**src/rtl/uart_cmd_echo_ctrl.sv**
```systemverilog
// Command/echo controller between a UART byte receiver and transmitter.
// Received bytes update output flags, and echoes/status replies are queued in a FIFO that feeds the TX handshake.
module uart_cmd_echo_ctrl #(
    parameter int          N_FLAGS      = 4,
    parameter int          FIFO_DEPTH   = 8,
    parameter logic [3:0]  SET_NIB      = 4'hF,
    parameter logic [3:0]  CLR_NIB      = 4'hA,
    parameter logic [3:0]  TOG_NIB      = 4'h5,
    parameter logic [7:0]  QUERY_BYTE   = 8'h3F,
    parameter logic [7:0]  OVF_CLR_BYTE = 8'hE0
) (
    input  logic                          clk,
    input  logic                          n_reset,
    input  logic                          echo_en,
    input  logic [7:0]                    rx_data,
    input  logic                          rx_done,
    input  logic                          tx_done,
    output logic [7:0]                    tx_data,
    output logic                          send_go,
    output logic [N_FLAGS-1:0]            flags,
    output logic [$clog2(FIFO_DEPTH):0]   fifo_level,
    output logic                          overflow
);

    localparam int PTR_W = $clog2(FIFO_DEPTH);
    localparam int LVL_W = PTR_W + 1;

    localparam logic [PTR_W-1:0] PTR_ONE  = PTR_W'(1);
    localparam logic [LVL_W-1:0] LVL_ZERO = LVL_W'(0);
    localparam logic [LVL_W-1:0] LVL_ONE  = LVL_W'(1);
    localparam logic [LVL_W-1:0] LVL_FULL = LVL_W'(FIFO_DEPTH);

    localparam logic [0:0] ST_IDLE = 1'b0;
    localparam logic [0:0] ST_BUSY = 1'b1;

    logic [0:0]         r_state;
    logic [7:0]         r_tx_data;
    logic               r_send_go;
    logic [N_FLAGS-1:0] r_flags;
    logic               r_overflow;
    logic [LVL_W-1:0]   r_level;
    logic [PTR_W-1:0]   r_wr_ptr;
    logic [PTR_W-1:0]   r_rd_ptr;
    logic [7:0]         r_mem [FIFO_DEPTH];

    logic [N_FLAGS-1:0] w_flags_nxt;
    logic [7:0]         w_flags_byte;
    logic [7:0]         w_push_data;
    logic               w_push;
    logic               w_ovf_clr;
    logic               w_full;
    logic               w_pop;
    logic               w_acc;
    logic               w_drop;

    // Byte decode: flag update, push request and overflow-clear request
    always_comb begin
        w_flags_nxt  = r_flags;
        w_flags_byte = 8'h00;
        w_flags_byte[N_FLAGS-1:0] = r_flags;
        w_push       = 1'b0;
        w_push_data  = 8'h00;
        w_ovf_clr    = 1'b0;
        if (rx_done) begin
            if (rx_data == QUERY_BYTE) begin
                // status reply reflects the flags before this byte
                w_push      = 1'b1;
                w_push_data = w_flags_byte;
            end else begin
                w_push      = echo_en;
                w_push_data = rx_data;
                w_ovf_clr   = (rx_data == OVF_CLR_BYTE);
                // indices at or above N_FLAGS never match and are ignored
                for (int i = 0; i < N_FLAGS; i++) begin
                    if (rx_data[3:0] == 4'(i)) begin
                        case (rx_data[7:4])
                            SET_NIB: w_flags_nxt[i] = 1'b1;
                            CLR_NIB: w_flags_nxt[i] = 1'b0;
                            TOG_NIB: w_flags_nxt[i] = ~r_flags[i];
                            default: w_flags_nxt[i] = r_flags[i];
                        endcase
                    end else begin
                        w_flags_nxt[i] = r_flags[i];
                    end
                end
            end
        end else begin
            w_flags_nxt = r_flags;
        end
    end

    // FIFO control: a full FIFO still accepts a push when the same edge pops
    always_comb begin
        w_full = (r_level == LVL_FULL);
        w_pop  = (r_state == ST_IDLE) && (r_level != LVL_ZERO);
        w_acc  = w_push && (!w_full || w_pop);
        w_drop = w_push && w_full && !w_pop;
    end

    // Flag and sticky overflow registers
    always_ff @(posedge clk or negedge n_reset) begin
        if (!n_reset) begin
            r_flags    <= '0;
            r_overflow <= 1'b0;
        end else begin
            r_flags <= w_flags_nxt;
            if (w_drop) begin
                r_overflow <= 1'b1;
            end else if (w_ovf_clr) begin
                r_overflow <= 1'b0;
            end else begin
                r_overflow <= r_overflow;
            end
        end
    end

    // FIFO storage, pointers and occupancy
    always_ff @(posedge clk or negedge n_reset) begin
        if (!n_reset) begin
            r_wr_ptr <= '0;
            r_rd_ptr <= '0;
            r_level  <= LVL_ZERO;
            for (int i = 0; i < FIFO_DEPTH; i++) begin
                r_mem[i] <= 8'h00;
            end
        end else begin
            if (w_acc) begin
                r_mem[r_wr_ptr] <= w_push_data;
                r_wr_ptr        <= r_wr_ptr + PTR_ONE;
            end
            if (w_pop) begin
                r_rd_ptr <= r_rd_ptr + PTR_ONE;
            end
            case ({w_acc, w_pop})
                2'b10:   r_level <= r_level + LVL_ONE;
                2'b01:   r_level <= r_level - LVL_ONE;
                default: r_level <= r_level;
            endcase
        end
    end

    // TX handshake FSM: one byte in flight, send_go held until tx_done
    always_ff @(posedge clk or negedge n_reset) begin
        if (!n_reset) begin
            r_state   <= ST_IDLE;
            r_tx_data <= 8'h00;
            r_send_go <= 1'b0;
        end else begin
            case (r_state)
                ST_IDLE: begin
                    if (w_pop) begin
                        r_tx_data <= r_mem[r_rd_ptr];
                        r_send_go <= 1'b1;
                        r_state   <= ST_BUSY;
                    end
                end
                ST_BUSY: begin
                    if (tx_done) begin
                        r_send_go <= 1'b0;
                        r_state   <= ST_IDLE;
                    end
                end
                default: begin
                    r_send_go <= 1'b0;
                    r_state   <= ST_IDLE;
                end
            endcase
        end
    end

    assign tx_data    = r_tx_data;
    assign send_go    = r_send_go;
    assign flags      = r_flags;
    assign fifo_level = r_level;
    assign overflow   = r_overflow;

endmodule

```
**config.mk**
```make
export PLATFORM = sky130hd
export DESIGN_NAME = uart_cmd_echo_ctrl
export DESIGN_NICKNAME = d
export VERILOG_FILES = /design/src/rtl/uart_cmd_echo_ctrl.sv
export SDC_FILE = /design/constraint.sdc
export NUM_CORES = 1
export LEC_CHECK = 0
export ABC_AREA = 0
export CORE_ASPECT_RATIO = 0.7
export CORE_UTILIZATION = 55
export DETAILED_ROUTE_END_ITERATION = 7
export PLACE_DENSITY = 0.76
export SYNTH_ARGS = -nofsm -noshare
export SYNTH_HDL_FRONTEND = slang
export SYNTH_SLANG_ARGS = --single-unit
```
**constraint.sdc**
```tcl
create_clock -name clk -period 3.2 [get_ports clk]
set_input_delay 0.64 -clock clk [delete_from_list [all_inputs] [get_ports clk]]
set_output_delay 0.64 -clock clk [all_outputs]
set_load 0.01 [all_outputs]
```
Yosys cells after proc, flatten, opt, wreduce, memory -nomap -nowiden

Index checks and enable logic that the tools add are counted.
W data, S select, Z words.

Reduce and logical (&&, ||, !) cells: 19
Bitwise logic cells: 8
Multiplexer cells: 25
Equality and inequality tests: 13
$lt $le $gt $ge: 3
Add/sub/neg operators: 4

Operators by type and width:

| cell                  | count |
|---|---|
| $bwmux W64            | 1 |
| $mux W8               | 5 |
| $bmux W8 S3           | 1 |
| $demux W8 S3          | 1 |
| $reduce_and A4 Y1     | 4 |
| $eq A4 B4 Y1 const B  | 3 |
| $pmux W1 S3           | 4 |
| $mux W1               | 10 |
| $eq A4 B2 Y1 const B  | 2 |
| $eq A8 B6 Y1 const B  | 1 |
| $eq A8 B8 Y1 const B  | 1 |
| $ge A4 B4 Y1 const B  | 2 |
| $not A3 Y4            | 2 |
| $pmux W4 S2           | 1 |
| $add A3 B1 Y3 const B | 2 |
| $not A1 Y1            | 6 |
| $logic_and A1 B1 Y1   | 5 |
| $add A4 B1 Y4 const B | 1 |
| $eq A4 B1 Y1 const B  | 1 |
| $eq A4 B3 Y1 const B  | 1 |
| $logic_not A4 Y1      | 1 |
| $lt A4 B1 Y1 const B  | 1 |
| $ne A2 B2 Y1 const B  | 2 |
| $pmux W1 S2           | 2 |
| other kinds (9)       | 12 |

Output and inout bits: 18
Word-level logic and storage cells: 91
Register bits: 89
Input bits: 13

Depth between registers and ports, before layout

Depth after elaboration: 6
Gate-level depth with buffers: 13
Depth with buffers taken out: 11

Least setup slack after synthesis

Ideal clock, no wire load.

Kind: input to register
Start point: input port rx_data[7]
End point: register r_level[2], in the netlist fifo_level[2]
Stages: 13
Path slack: 0.235 ns
Data required time: 3.069 ns
Path buffers: 2
Setup time: 0.131 ns
Arrival time: 2.834 ns
Cells stage by stage: buf_6 > and4b_1 > a41oi_2 > buf_6 > nor3b_1 > inv_1 > ha_1 > xor2_1 > ha_1 > a21oi_1 > xor2_1 > nor2_1 > xor2_1

Cells in the longest elaborated chain, start to end: 6
Elaborated cells between the ends (all ways): 8
Those cells by class: 3 x eq/ne; 3 x mux; 2 x reduce/logical

RTL lines:

| what                                              | RTL line | RTL |
|---|---|---|
| start: declaration                                | 15       | `input logic [7:0] rx_data,` |
| $eq A8 B6 Y1 *                                    | 65       | `if (rx_data == QUERY_BYTE) begin` |
| $mux W1 *                                         | 65       |  |
| $mux W1 *                                         | 64       | `if (rx_done) begin` |
| $logic_and A1 B1 Y1 *                             | 96       | `w_acc = w_push && (!w_full \|\| w_pop);` |
| $eq A2 B1 Y1 or $eq A2 B2 Y1 (tied branches)      | 134      | `case ({w_acc, w_pop})` |
| $pmux W4 S2 or $reduce_bool A2 Y1 (tied branches) | -        |  |
| end signal: assignment                            | 135      | `2'b10: r_level <= r_level + LVL_ONE;` |
| end signal: assignment                            | 136      | `2'b01: r_level <= r_level - LVL_ONE;` |
| end signal: assignment                            | 137      | `default: r_level <= r_level;` |
| end: declaration                                  | 41       | `logic [LVL_W-1:0] r_level;` |

Mark *: on every way between the ends. The rest lies on a longest branch, timed or not.
A chain may end at the register's enable or synchronous reset.

Worst setup path after layout

Start point: input port rx_data[0]
End point: register r_level[2], in the netlist fifo_level[2]

The elaborated chain is that of the path after synthesis.

==> metrics.csv <==
stage,metric,value,unit
cts,clk_pin_slew,60,ps
routing,firstDrtPassIters,4,
cts,clk_latency,330,ps
routing,ant_nets,0,
cts,post_cts_buffers,0,
setup_path,critPathRequiredTime,3410,ps
logic_synthesis,synthCells,302,
cts,clockRootBuffer,clkbuf_16,
timing,fin_skew,4.241,ps
setup_path,worstSetupStartpointType,input port,
floorplan,die_h,76.36,um
cts,postCtsResizedCells,0,
cells_and_area,n_antenna_cell,0,
routing,drc,0,
setup_path,arrival,3040,ps
timing,period_share,0.8843,
timing,slew_viol_final,0,
cells_and_area,drive_above_1_share,0.3757,
timing,max_clock_freq,353.4,MHz
floorplan,die_area,8264,um2
run,drv_cap,0,
routing,drtIter0Drc,105,
cts,numCtsBuffers,9,
logic_synthesis,ys_seq_area_frac,0.5127,
timing,rsz0062_at_grt,false,
logic_synthesis,synth_area,4344,um2
timing,fin_hold_ws,335.7,ps
grt,grt_max_degree,90,
timing,finalHoldViolations,0,
power_and_ir_drop,peakVddDrop,0.0006150,V
power_and_ir_drop,p_leak,2.281,nW
timing,setup_viol_count_final,0,
status,status,finished clean,
cells_and_area,nets,367,
grt,antenna_found_initial,0,
logic_synthesis,synth_top_flop_cell,dfrtp_1,
logic_synthesis,synthArstFlopShare,1.000,
cts,clock_path_buffers,2,
grt,grt_pass1_wl,14750,um
cts,numClockSinks,89,
cells_and_area,syn_to_final_growth,18.61,%
logic_synthesis,ys_warn_count,0,
worst_hold_path,hp-class,in2async,
cells_and_area,final_cells,452,
setup_path,crit_path_end_kind,register,
floorplan,start_util,0.5806,
timing,setup_tns,0,ps
timing,slew-limit-headroom,0.4515,
logic_synthesis,synth_fp_nets,320,
cts,cts_tree,built,
placed_design,place_congestion,0.8538,
setup_path,path_class,in2reg,
routing,drt_wl_total,8831,um
logic_synthesis,synth_edf_count,0,
placed_design,dp_hpwl,5915,um
grt,grt_pass1_vias,2822,
grt,grt_usage,0.2411,
cells_and_area,final_cell_mix,"89 x dfrtp_1, 67 x mux2_2, 29 x clkdlybuf4s50_1, 25 x buf_4, 16 x mux4_2",
cts,cts_max_level,3,
cts,cts_hold_buffers,0,
grt,grt_overflow,0,
cells_and_area,final_common_cell,dfrtp_1,
power_and_ir_drop,total_power,0.004694,W
logic_synthesis,synth_seq_cells,89,
placed_design,numPortBuffers,30,
power_and_ir_drop,p_per_area,911.0,nW/um2
floorplan,core,7482,um2
routing,via_per_inst,5.951,
floorplan,die_w,108.2,um
setup_path,cp_max_fo,2,
logic_synthesis,yosys.cell_types.count,45,
routing,wl_per_cell,19.54,um
floorplan,num_rows,26,
placed_design,placed_cells_incl_taps,436,
setup_path,rrSetupSlack,760,ps
timing,worstMarginPinSlew,822.7,ps
setup_path,rr_worst_depth,11,
logic_synthesis,syn_avg_cell_area,14.38,um2
timing,timing.final.crit_period,2830,ps
setup_path,r2r_end,fifo_level[2]$_DFFE_PN0P_,
setup_path,r2r-start,fifo_level[0]$_DFFE_PN0P_,
routing,routed-via-count,2690,
floorplan,io-pin-count,31,
==> kinds of logic (layout without fill, tap and decap cells) <==
kind of cell             count (synthesis)  after routing  synth area share
buffers and inverters                   20             72           0.02448
multiplexers                            94             94            0.2854
AO/OA/AOI/OAI                           27             27           0.04407
AND/OR/NAND/NOR                         57             57           0.09879
adder cells (fa/ha/maj)                  5              5           0.01440
flip-flops                              89             89            0.5127
XOR/XNOR                                10             10           0.02016
==> cell usage after synthesis (3+ instances only) <==
cell      count  area share
o41ai_1       3      0.0060
nand3b_1      3      0.0052
a21oi_1      13       0.015
buf_1         6      0.0052
mux2_4        3       0.010
mux2i_1       8       0.018
o211a_1       4      0.0092
clkbuf_1      5      0.0043
mux4_2       16       0.083
xnor2_1       3      0.0060
xor2_1        7       0.014
nor3_1        3      0.0035
dfrtp_1      89        0.51
nor3b_1       5      0.0086
nor4b_4       3       0.016
mux2_2       67        0.17
ha_1          5       0.014
nor4_4        3       0.015
nor2_1       12       0.010
buf_6         3      0.0078
nand2_1       8      0.0069
buf_2         3      0.0035
==> flip-flops by register name, summed over array words and instances (netlist names) <==
register / flops
fifo_level: 4
flags: 4
overflow: 1
r_mem: 64
r_rd_ptr: 3
r_state: 1
r_wr_ptr: 3
send_go: 1
tx_data: 8
==> power by group <==
part | leakage (nW) | internal (W) | switching [W] | total (W)
sequential | 1.14 | 0.00161 | 0.000447 | 0.00206
clock | 0.144 | 0.000624 | 0.000401 | 0.00103
combinational | 0.995 | 0.00102 | 0.000590 | 0.00161
total | 2.28 | 0.00326 | 0.00144 | 0.00469
==> metal layers <==
layer / vias to the layer above / track usage / wire length (um)
met1: 1407 / 0.3413 / 4358
li1: 1223 / - / -
met3: 7 / 0.05817 / 257
met4: 0 / 0.05616 / 59
met2: 53 / 0.3771 / 4156
met5: - / 0 / 0
==> worst max-delay path: stages <==
cell	delay, ps
clkdlybuf4s50_1	480
and4b_1	260
a41oi_2	160
nor3b_1	340
inv_1	110
ha_1	220
xor2_1	150
ha_1	180
a21oi_1	140
xor2_1	160
nor2_1	60
xor2_1	130
==> through the flow <==
stage | setup slack [ps] | utilization | area, um2
final | 370.3 | 0.6886 | 5152
after global routing | 161.6 | 0.6886 | 5152
after CTS | 361.4 | 0.6886 | 5152
after detailed placement | 26.81 | 0.6498 | 4862
after global placement | 119.2 | 0.6498 | 4862
after floorplan | 235.1 | - | 4344
==> worst max-delay path by stage <==
stage	startpoint	end
detailed placement	rx_data[0]	fifo_level[2]$_DFFE_PN0P_
CTS	rx_data[0]	fifo_level[2]$_DFFE_PN0P_
global placement	rx_data[0]	fifo_level[2]$_DFFE_PN0P_
finish	rx_data[0]	fifo_level[2]$_DFFE_PN0P_
floorplan	rx_data[7]	fifo_level[2]$_DFFE_PN0P_
global route	rx_data[7]	fifo_level[2]$_DFFE_PN0P_
==> cell type report <==
| cell class | count | area, um2 |
|---|---|---|
| clock buffer | 13 | 250.2 |
| clock inverter | 3 | 40.04 |
| fill | 550 | 2330 |
| inverter | 1 | 3.754 |
| multi-input combinational | 193 | 2011 |
| sequential | 89 | 2227 |
| tap | 98 | 122.6 |
| timing repair buffer | 55 | 498.0 |
No activity file was read; power rests on OpenSTA's default activity.
